===== src/rtl/chacha20_pkg.sv =====
// Shared constants and state encodings for the ChaCha20 keystream streamer.
package chacha20_pkg;
   localparam int BLOCK_BYTES = 64;
   localparam int BLOCK_BITS  = 512;

   typedef enum logic [1:0] {F_IDLE, F_REQ, F_WAIT} fetch_st_t;
   typedef enum logic [1:0] {T_IDLE, T_LOAD, T_SEND, T_NEXT} tx_st_t;

   function automatic int baud_div(int clk_hz, int baud);
      return (clk_hz + baud / 2) / baud;
   endfunction
endpackage


===== src/rtl/chacha20_uart_streamer_if.sv =====
// Request/response bundle between the streamer and the keystream core.
interface chacha20_uart_streamer_if;
   logic                              ks_start;
   logic [31:0]                       ks_counter;
   logic                              ks_done;
   logic [chacha20_pkg::BLOCK_BITS-1:0] ks_data;

   modport master (output ks_start, ks_counter, input ks_done, ks_data);
   modport slave  (input ks_start, ks_counter, output ks_done, ks_data);
endinterface


===== src/rtl/chacha20_uart_streamer_uart_byte_tx.sv =====
// Single-byte UART transmitter, back-to-back capable.
// UART_PARITY_EN adds an even-parity bit after data bit 7.
module uart_byte_tx
   import chacha20_pkg::*;
#(
   parameter int CLK_HZ = 50_000_000,
   parameter int BAUD   = 115200
) (
   input  logic       clk,
   input  logic       rst,
   input  logic [7:0] data,
   input  logic       valid,
   output logic       ready,
   output logic       tx
);
   localparam int DIV = baud_div(CLK_HZ, BAUD);
   localparam int CW  = $clog2(DIV + 1);
`ifdef UART_PARITY_EN
   localparam int NBITS = 11;
`else
   localparam int NBITS = 10;
`endif

   logic             active;
   logic [NBITS-1:0] frame;
   logic [NBITS-1:0] load;
   logic [CW-1:0]    baud_cnt;
   logic [3:0]       bit_cnt;
   logic             bit_end;
   logic             last;

`ifdef UART_PARITY_EN
   assign load = {1'b1, ^data, data, 1'b0};
`else
   assign load = {1'b1, data, 1'b0};
`endif

   assign bit_end = baud_cnt == CW'(DIV - 1);
   assign last    = active && bit_end && bit_cnt == 4'(NBITS - 1);
   // Accepting during the last stop-bit clock keeps frames gapless
   assign ready   = !active || last;
   assign tx      = active ? frame[0] : 1'b1;

   always_ff @(posedge clk or posedge rst) begin
      if (rst) begin
         active   <= 1'b0;
         frame    <= '1;
         baud_cnt <= '0;
         bit_cnt  <= '0;
      end else if (valid && ready) begin
         active   <= 1'b1;
         frame    <= load;
         baud_cnt <= '0;
         bit_cnt  <= '0;
      end else if (active) begin
         if (bit_end) begin
            baud_cnt <= '0;
            frame    <= {1'b1, frame[NBITS-1:1]};
            bit_cnt  <= bit_cnt + 4'd1;
            if (last) active <= 1'b0;
         end else begin
            baud_cnt <= baud_cnt + CW'(1);
         end
      end
   end
endmodule


===== src/rtl/chacha20_uart_streamer.sv =====
// Multi-block ChaCha20 keystream fetcher with gapless UART output.
// UART_PARITY_EN selects 8E1 framing in uart_byte_tx.
module chacha20_uart_streamer
   import chacha20_pkg::*;
#(
   parameter int CLK_HZ    = 50_000_000,
   parameter int BAUD      = 115200,
   parameter int NBLK_W    = 16,
   parameter int MSB_FIRST = 0
) (
   input  logic                   clk,
   input  logic                   rst,
   input  logic                   start,
   input  logic [31:0]            base_counter,
   input  logic [NBLK_W-1:0]      block_count,
   input  logic                   abort,
   chacha20_uart_streamer_if.master ks,
   output logic                   uart_tx,
   output logic                   busy,
   output logic                   done,
   output logic [NBLK_W-1:0]      blocks_sent,
   output logic                   led_done
);
   fetch_st_t f_st, f_nx;
   tx_st_t    t_st, t_nx;

   logic [BLOCK_BITS-1:0] hold, shift;
   logic                  hold_full;
   logic [5:0]            byte_idx;
   logic [31:0]           req_ctr;
   logic [NBLK_W-1:0]     reqs_left, nblk;
   logic                  aborting, line_busy, pend;

   logic       start_acc, abort_acc, halt, fetch_ok, latch;
   logic       fin_blk, last_blk, abort_end;
   logic       u_valid, u_ready, u_acc;
   logic [7:0] u_data;

   assign start_acc = start && !busy;
   // pend marks byte 63 on the line; the next ready is its stop-bit end
   assign fin_blk   = pend && u_ready;
   assign last_blk  = fin_blk && (blocks_sent + NBLK_W'(1) == nblk);
   assign abort_acc = abort && busy && !aborting && !last_blk;
   assign halt      = aborting || abort_acc;
   assign fetch_ok  = busy && !halt && reqs_left != '0 && !hold_full;
   assign latch     = f_st == F_WAIT && ks.ks_done && !halt;
   assign abort_end = aborting && !line_busy && f_st == F_IDLE;

   assign u_valid = t_st == T_SEND && !halt;
   assign u_acc   = u_valid && u_ready;
   assign u_data  = (MSB_FIRST != 0) ? shift[BLOCK_BITS-1 -: 8] : shift[7:0];
   assign ks.ks_counter = req_ctr;

   always_ff @(posedge clk or posedge rst) begin
      if (rst) begin
         f_st <= F_IDLE;
         t_st <= T_IDLE;
      end else begin
         f_st <= f_nx;
         t_st <= t_nx;
      end
   end

   always_comb begin
      f_nx        = f_st;
      ks.ks_start = 1'b0;
      unique case (f_st)
         F_IDLE: if ((start_acc && block_count != '0) || fetch_ok) f_nx = F_REQ;
         F_REQ: begin
            ks.ks_start = 1'b1;
            f_nx        = F_WAIT;
         end
         F_WAIT: if (ks.ks_done) f_nx = F_IDLE;
         default: f_nx = F_IDLE;
      endcase
   end

   always_comb begin
      t_nx = t_st;
      unique case (t_st)
         T_IDLE: if (hold_full && !halt) t_nx = T_LOAD;
         T_LOAD: t_nx = T_SEND;
         T_SEND: if (u_acc && byte_idx == 6'(BLOCK_BYTES - 1)) t_nx = T_NEXT;
         T_NEXT: begin
            if (hold_full && !halt) t_nx = T_LOAD;
            else if (!pend)         t_nx = T_IDLE;
         end
         default: t_nx = T_IDLE;
      endcase
      if (abort_end) t_nx = T_IDLE;
   end

   always_ff @(posedge clk or posedge rst) begin
      if (rst) begin
         hold        <= '0;
         hold_full   <= 1'b0;
         shift       <= '0;
         byte_idx    <= '0;
         req_ctr     <= '0;
         reqs_left   <= '0;
         nblk        <= '0;
         blocks_sent <= '0;
         busy        <= 1'b0;
         done        <= 1'b0;
         led_done    <= 1'b0;
         aborting    <= 1'b0;
         line_busy   <= 1'b0;
         pend        <= 1'b0;
      end else begin
         done <= 1'b0;
         if (start_acc) begin
            req_ctr     <= base_counter;
            reqs_left   <= block_count;
            nblk        <= block_count;
            blocks_sent <= '0;
            busy        <= block_count != '0;
            done        <= block_count == '0;
            led_done    <= block_count == '0;
         end
         if (latch) begin
            hold      <= ks.ks_data;
            hold_full <= 1'b1;
            req_ctr   <= req_ctr + 32'd1;
            reqs_left <= reqs_left - NBLK_W'(1);
         end
         if (t_st == T_LOAD) begin
            shift     <= hold;
            hold_full <= 1'b0;
            byte_idx  <= '0;
         end else if (u_acc) begin
            shift    <= (MSB_FIRST != 0) ? shift << 8 : shift >> 8;
            byte_idx <= byte_idx + 6'd1;
         end
         if (u_acc)        line_busy <= 1'b1;
         else if (u_ready) line_busy <= 1'b0;
         if (u_acc && byte_idx == 6'(BLOCK_BYTES - 1)) pend <= 1'b1;
         else if (fin_blk)                               pend <= 1'b0;
         if (fin_blk) blocks_sent <= blocks_sent + NBLK_W'(1);
         if (last_blk) begin
            done     <= 1'b1;
            led_done <= 1'b1;
            busy     <= 1'b0;
            aborting <= 1'b0;
         end
         if (abort_acc) aborting <= 1'b1;
         if (abort_end) begin
            aborting  <= 1'b0;
            busy      <= 1'b0;
            hold_full <= 1'b0;
            shift     <= '0;
            pend      <= 1'b0;
         end
      end
   end

   uart_byte_tx #(.CLK_HZ(CLK_HZ), .BAUD(BAUD)) u_tx (
      .clk   (clk),
      .rst   (rst),
      .data  (u_data),
      .valid (u_valid),
      .ready (u_ready),
      .tx    (uart_tx)
   );
endmodule


===== src/flat_wrapper.sv =====
// flat-port wrapper written by rule: the top's interface ports become plain ports
module chacha20_uart_streamer_flat import chacha20_pkg::*;
#(
   parameter int CLK_HZ    = 50_000_000,
   parameter int BAUD      = 115200,
   parameter int NBLK_W    = 16,
   parameter int MSB_FIRST = 0
)
  (clk, rst, start, base_counter, block_count, abort, uart_tx, busy, done, blocks_sent, led_done, ks_ks_start, ks_ks_counter, ks_ks_done, ks_ks_data);
  chacha20_uart_streamer_if ks_i ();
  input  logic clk;
  input  logic rst;
  input  logic start;
  input  logic [31:0] base_counter;
  input  logic [NBLK_W-1:0] block_count;
  input  logic abort;
  output logic uart_tx;
  output logic busy;
  output logic done;
  output logic [NBLK_W-1:0] blocks_sent;
  output logic led_done;
  output wire logic [$bits(ks_i.ks_start)-1:0] ks_ks_start;
  output wire logic [$bits(ks_i.ks_counter)-1:0] ks_ks_counter;
  input wire logic [$bits(ks_i.ks_done)-1:0] ks_ks_done;
  input wire logic [$bits(ks_i.ks_data)-1:0] ks_ks_data;
  assign ks_ks_start = ks_i.ks_start;
  assign ks_ks_counter = ks_i.ks_counter;
  assign ks_i.ks_done = ks_ks_done;
  assign ks_i.ks_data = ks_ks_data;
  chacha20_uart_streamer #(.CLK_HZ(CLK_HZ), .BAUD(BAUD), .NBLK_W(NBLK_W), .MSB_FIRST(MSB_FIRST)) u_core (.clk(clk), .rst(rst), .start(start), .base_counter(base_counter), .block_count(block_count), .abort(abort), .ks(ks_i), .uart_tx(uart_tx), .busy(busy), .done(done), .blocks_sent(blocks_sent), .led_done(led_done));
endmodule

===== config.mk =====
export PLATFORM = sky130hd
export DESIGN_NAME = chacha20_uart_streamer_flat
export DESIGN_NICKNAME = d
export VERILOG_FILES = /design/src/rtl/chacha20_pkg.sv /design/src/rtl/chacha20_uart_streamer_if.sv /design/src/rtl/chacha20_uart_streamer_uart_byte_tx.sv /design/src/rtl/chacha20_uart_streamer.sv /design/src/flat_wrapper.sv
export SDC_FILE = /design/constraint.sdc
export NUM_CORES = 2
export LEC_CHECK = 0
export ABC_AREA = 1
export BUFFER_PORTS_ARGS = -buffer_cell sky130_fd_sc_hd__buf_4
export CAP_MARGIN = 20
export CORE_MARGIN = 5
export CORE_UTILIZATION = 63
export DETAILED_ROUTE_END_ITERATION = 8
export PLACE_DENSITY = 0.86
export SLEW_MARGIN = 20
export SYNTH_ARGS = -nofsm -noshare
export SYNTH_HDL_FRONTEND = slang
export SYNTH_SLANG_ARGS = --single-unit

===== constraint.sdc =====
create_clock -name clk -period 68.2 [get_ports clk]
set_input_delay 6.82 -clock clk [delete_from_list [all_inputs] [get_ports clk]]
set_output_delay 6.82 -clock clk [all_outputs]
set_load 0.02 [all_outputs]

# Yosys cells after proc, flatten, opt, wreduce, memory -nomap -nowiden
# Cells that the tools add are included.
[word_totals] reg_bits=1145 in_bits=565 output_inout_bits=53 elab_cells=143
[op_classes] addsub=6 eq_ne=14 n_mux=53 n_reduce_logical=50
[ops] operator="512-bit 2-to-1 mux" count=3
[ops] operator="16-bit 2-to-1 mux" count=4
[ops] operator="32-bit 2-to-1 mux" count=2
[ops] operator="32-bit by 1-bit adder with 32-bit output, second input constant" count=1
[ops] operator="16-bit nonzero test" count=2
[ops] operator="10-bit 2-to-1 mux" count=3
[ops] operator="9-bit 2-to-1 mux" count=3
[ops] operator="1-bit 2-to-1 mux" count=24
[ops] operator="1-bit logical AND" count=20
[ops] operator="16-bit by 1-bit adder with 16-bit output, second input constant" count=1
[ops] operator="16-bit equality test" count=1
[ops] operator="16-bit zero test" count=1
[ops] operator="16-bit by 1-bit subtractor with 16-bit output, second input constant" count=1
[ops] operator="3-bit nonzero test" count=5
[ops] operator="2-bit 2-to-1 mux" count=7
[ops] operator="2-bit nonzero test" count=7
[ops] operator="4-bit 2-to-1 mux" count=3
[ops] operator="6-bit 2-to-1 mux" count=2
[ops] operator="9-bit by 1-bit adder with 9-bit output, second input constant" count=1
[ops] operator="9-bit equality test, second input constant" count=1
[ops] operator="2-bit case mux with 4 select lines" count=1
[ops] operator="1-bit zero test" count=7
[ops] operator="6-bit by 1-bit adder with 6-bit output, second input constant" count=1
[ops] operator="2-bit equality test, second input constant" count=3
[ops] operator="other kinds (13)" count=19

# Longest topological paths before layout
[logic_depth] word_depth=16 mapped_depth=22 depth_no_buf=20

# By module
# A second synthesis with hierarchy kept.
[unflattened] cells_unflattened=5726 hier_area_um2=51333.0
[by_module_without_submodules] module="chacha20_uart_streamer" n_inst=1 cells_each=5566 area_per_inst_um2=49989.2 seq_area_each_um2=28051.9
[by_module_without_submodules] module="uart_byte_tx" n_inst=1 cells_each=160 area_per_inst_um2=1343.8 seq_area_each_um2=586.8

# Worst setup path before layout
# OpenSTA, ideal clock, no wires.
[synth_path] path_type="input to register" startpoint="input abort" endpoint="register u_core.shift[125]" setup_ns=0.130 arrival_time_ns=7.947 t_required_ns=68.070 path_slack_ns=60.122 cell_stages=11 n_path_buf=3 path_cell_list="a21oi_1 -> inv_1 -> nand2_2 -> nand2_4 -> inv_4 -> nor2_2 -> buf_6 -> buf_6 -> buf_4 -> nand2_1 -> o21ai_1"
[synth_via] elab_chain_cells=8
[synth_rtl] item="from (decl)" line_no="flat_wrapper.sv:16" source="input logic abort;"
[synth_rtl] item="1-bit logical AND (3 in series)" line_no="chacha20_uart_streamer.sv:43" source="assign abort_acc = abort && busy && !aborting && !last_blk;"
[synth_rtl] item="1-bit logical OR" line_no="chacha20_uart_streamer.sv:44" source="assign halt = aborting || abort_acc;"
[synth_rtl] item="1-bit zero test" line_no="chacha20_uart_streamer.sv:49" source="assign u_valid = t_st == T_SEND && !halt;"
[synth_rtl] item="1-bit logical AND" line_no="chacha20_uart_streamer.sv:49"
[synth_rtl] item="1-bit logical AND" line_no="chacha20_uart_streamer.sv:50" source="assign u_acc = u_valid && u_ready;"
[synth_rtl] item="3-bit nonzero test (no source line)"
[synth_rtl] item="to (signal assigned)" line_no="chacha20_uart_streamer.sv:127" source="shift <= hold;"
[synth_rtl] item="to (signal assigned)" line_no="chacha20_uart_streamer.sv:131" source="shift <= (MSB_FIRST != 0) ? shift << 8 : shift >> 8;"
[synth_rtl] item="to (decl)" line_no="chacha20_uart_streamer.sv:27" source="logic [BLOCK_BITS-1:0] hold, shift;"
# No other way between the ends.
# A chain may end at the register's enable or synchronous reset.

# Worst setup path in the final report
[layout_path] startpoint="input abort" endpoint="register u_core.shift[226]"
# The elaborated chain is that of the path after synthesis.

==> summary.txt <==
Outcome
  • Status: finished clean

Routing
  • Pre-antenna DRT Iters: 7
  • Remaining antenna violation count: 0
  • WL/cell: 19.2 um
  • Iter 0 DRT Violations: between 4000 and 5000
  • DR top layer: met4
  • Drt total wl: around 140000 um
  • Via count: a little over 40000
  • Routed wl met2: ~66000 um
  • Drt via density: 5.70
  • M1 WL: ~54000 um
  • DRC: 0
  • WL met3: 8790 um

Setup path
  • Critical path launch point type: input port
  • Worst setup path startpoint: abort
  • Worst reg-to-reg setup slack: about 62000 ps
  • Critical Path End: u_core.shift[226]
  • CP required: around 69000 ps
  • Arr. time, crit path: around 11000 ps
  • Setup crit end kind: register
  • Largest fanout on the critical path: between 100 and 150
  • FF-to-FF path depth: 19
  • Critical path class: in -> reg
  • FF-to-FF End: u_core.shift[226]
  • Worst flop-to-flop path startpoint: u_core.blocks_sent[0]

Global routing
  • First-pass GRT wire length: 217000 um
  • Initial antenna violation count: 1
  • Global Route Usage Sum: 0.315
  • Via count of the first global-routing pass: about 41000
  • Largest net degree at the start of global routing: approximately 270
  • Grt total ovfl: 0

Power
  • Clock power frac: 0.237
  • Pwr per Cell Area: ~46 nW/um^2
  • Peak supply drop: about 0.000033 V
  • Net Sw Power: slightly above 0.001 W
  • Part of the power in registers: 0.433
  • Net Sw Frac: 0.383
  • Cell internal pwr: about 0.0016 W
  • Logic pwr share: 0.329
  • Leak: about 29 nW

Clocking
  • CTS tree: done
  • PostCTS Resize Cnt: 0
  • Root buffer cell: clkbuf_16
  • Maximum clock path buffer count: 3
  • # hold bufs at CTS: 0
  • Clk_lat worst skew: about 690 ps
  • Total CTS buffers: approximately 110
  • CTS H-tree lvls: 3
  • Clock sink count: about 1100
  • Postcts setup bufs: 0
  • Register clock-pin slew on the reported worst setup and hold paths: ~60 ps

Hold path
  • Hold Path Cell Cnt: 2
  • HP Class: reg -> reg

Timing
  • Period utilization: 0.160
  • # setup viols final: 0
  • Setup TNS: 0 ps
  • Worst Skew: about 36 ps
  • Slew @ Worst Pin: between 1000 and 1500 ps
  • Fmax: between 90 and 100 MHz
  • Rel. slew slack: 0.257
  • Post-layout minimum cycle time: between 10000 and 15000 ps
  • Final hold viol count: 0
  • Unrepaired setup endpoints after global routing: false
  • Pins Over Slew Limit: 0

Yosys
  • Syn_nets: slightly above 6000
  • Synth top area share: 0.571
  • Gate Count Post-Synth: 5525
  • Yosys Warn Count: 0
  • Cell taking the most area after synthesis: dfrtp_1
  • Post-synthesis average cell area: roughly 9 sq um
  • Post-synthesis register bit count: around 1100
  • Post-synthesis cell type count: 49
  • Synth area leaders: dfrtp_1 (57%), nand2_1 (16%), mux2i_1 (7.9%)
  • Register area share after synthesis: 0.576
  • Mapped cell area: just under 50000 sq um

Layout
  • Area Growth Syn to Fin: 17.3%
  • Finished Core Util: 0.742
  • Share of layout cells above drive strength 1: 0.144
  • Final net count: between 6000 and 7000

Die
  • Die Y: between 200 and 300 um
  • Die area: 84600 sq um
  • Die width: around 290 um
  • IO Pins: 618
  • Core box area: 78600 sq um
  • Initial core utilization: 0.632
  • Row count: roughly 100

Run
  • Max_cap viols: 0

Placement
  • Dpl hpwl: between 80000 and 90000 um
  • IO buf count: 617
  • Gpl congestion: between 0.9 and 1
-- through the flow --
stage	total power, W	setup slack (ps)	instance area [sq um]	hold slack (ps)	instances
after floorplan	0.00178	29180	49700	437	5525
after global placement	0.00197	56760	54500	452	6916
after detailed placement	0.00201	56740	54500	465	6916
after CTS	0.00266	57470	58300	481	7122
after global routing	0.00283	57060	58300	494	7123
final	0.00267	57300	58300	478	7123
-- final cells by class --
cell class	count	area, sq um
antenna	1	2.50
clock buffer	161	3280
clock inverter	45	507
fill	5368	20300
inverter	263	997
multi-input combinational	3798	18600
sequential	1144	28600
tap	1050	1310
timing repair buffer	661	4990
-- cell usage after synthesis (all sizes together) --
cell type / n
a21boi: 1
a22oi: 4
dfrtp: 1135
a31oi: 1
dfstp: 9
xor2: 35
nand3b: 2
nor2: 106
o211ai: 3
o21a: 2
nor4: 14
buf: 153
nor4b: 1
clkbuf: 167
o22a: 1
inv: 262
a211oi: 1
o21ai: 851
or2: 2
o22ai: 6
o21bai: 1
ha: 13
nor3: 26
a21oi: 24
o31ai: 4
mux2i: 391
o311ai: 1
clkinv: 1
nand2: 2188
nand4: 20
xnor2: 6
nand3: 92
nor3b: 1
a21o: 1
-- power by group through the flow --
stage | Combinational, W | Sequential, W | Clock [W]
6_report | 0.000878 | 0.00115 | 0.000633
5_1_grt | 0.000979 | 0.00118 | 0.000666
4_1_cts | 0.000877 | 0.00115 | 0.000638
3_5_place_dp | 0.000860 | 0.00115 | 0
3_3_place_gp | 0.000829 | 0.00114 | 0
2_1_floorplan | 0.000666 | 0.00111 | 0
-- flip-flops by register name (all words and copies together), names as in the netlist, 2 cells and up --
name                  cells
u_core.shift            512
u_core.nblk              16
u_core.blocks_sent       16
u_core.hold             512
u_core.f_st               2
u_core.reqs_left         16
u_core.t_st               2
u_core.u_tx.bit_cnt       4
u_core.byte_idx           6
u_core.u_tx.frame         9
u_core.ks.ks_counter     32
u_core.u_tx.baud_cnt      9
-- cells by family after synthesis --
kind of cell / after synthesis / share of synthesized area
compound gates: 901 / 0.0921
xor+xnor: 41 / 0.00722
fa+ha+maj: 13 / 0.00327
buf+inv: 583 / 0.0511
flops: 1144 / 0.576
mux: 391 / 0.0787
simple gates: 2452 / 0.191
-- per-layer routing --
metal	track usage	vias to the layer above
met5	0	-
met4	0.154	0
met3	0.0517	396
met2	0.509	1648
met1	0.420	19866
li1	-	18721
-- worst max-delay path, stage by stage --
cell,delay [ps]
buf_4,110
a21oi_1,80
inv_1,130
nand2_2,190
nand2_4,250
nand2_4,120
nand2_8,550
buf_4,910
buf_4,890
buf_4,920
o21ai_1,170
-- cell usage in the layout, fill, tap and decap left out, types with 3 or more instances in the layout --
| cell | count |
|---|---|
| dfrtp_1 | 1135 |
| o21ai_1 | 401 |
| a22oi_1 | 4 |
| clkbuf_1 | 22 |
| nand2_2 | 3 |
| xnor2_1 | 6 |
| inv_1 | 258 |
| o211ai_1 | 3 |
| o21ai_0 | 449 |
| nand2_1 | 2181 |
| buf_6 | 5 |
| xor2_1 | 35 |
| ha_1 | 12 |
| nor2_1 | 101 |
| clkbuf_8 | 25 |
| clkinv_2 | 31 |
| nor2_2 | 3 |
| clkbuf_16 | 114 |
| nor3_1 | 26 |
| o22ai_1 | 6 |
| nand3_1 | 91 |
| buf_4 | 655 |
| dfstp_2 | 9 |
| bufinv_16 | 7 |
| o31ai_1 | 4 |
| clkinv_16 | 3 |
| a21oi_1 | 23 |
| nor4_1 | 14 |
| mux2i_1 | 391 |
| nand4_1 | 19 |
-- how the worst min path moves through the flow --
stage                            from           endpoint  slack (ps)
global placement    u_core.shift[511]  u_core.shift[511]         450
global route         u_core.hold[208]   u_core.hold[208]         490
floorplan           u_core.shift[511]  u_core.shift[511]         440
detailed placement   u_core.hold[330]   u_core.hold[330]         460
CTS                   u_core.hold[33]    u_core.hold[33]         480
finish                u_core.hold[23]    u_core.hold[23]         480
Power figures use the tool's default switching activity.
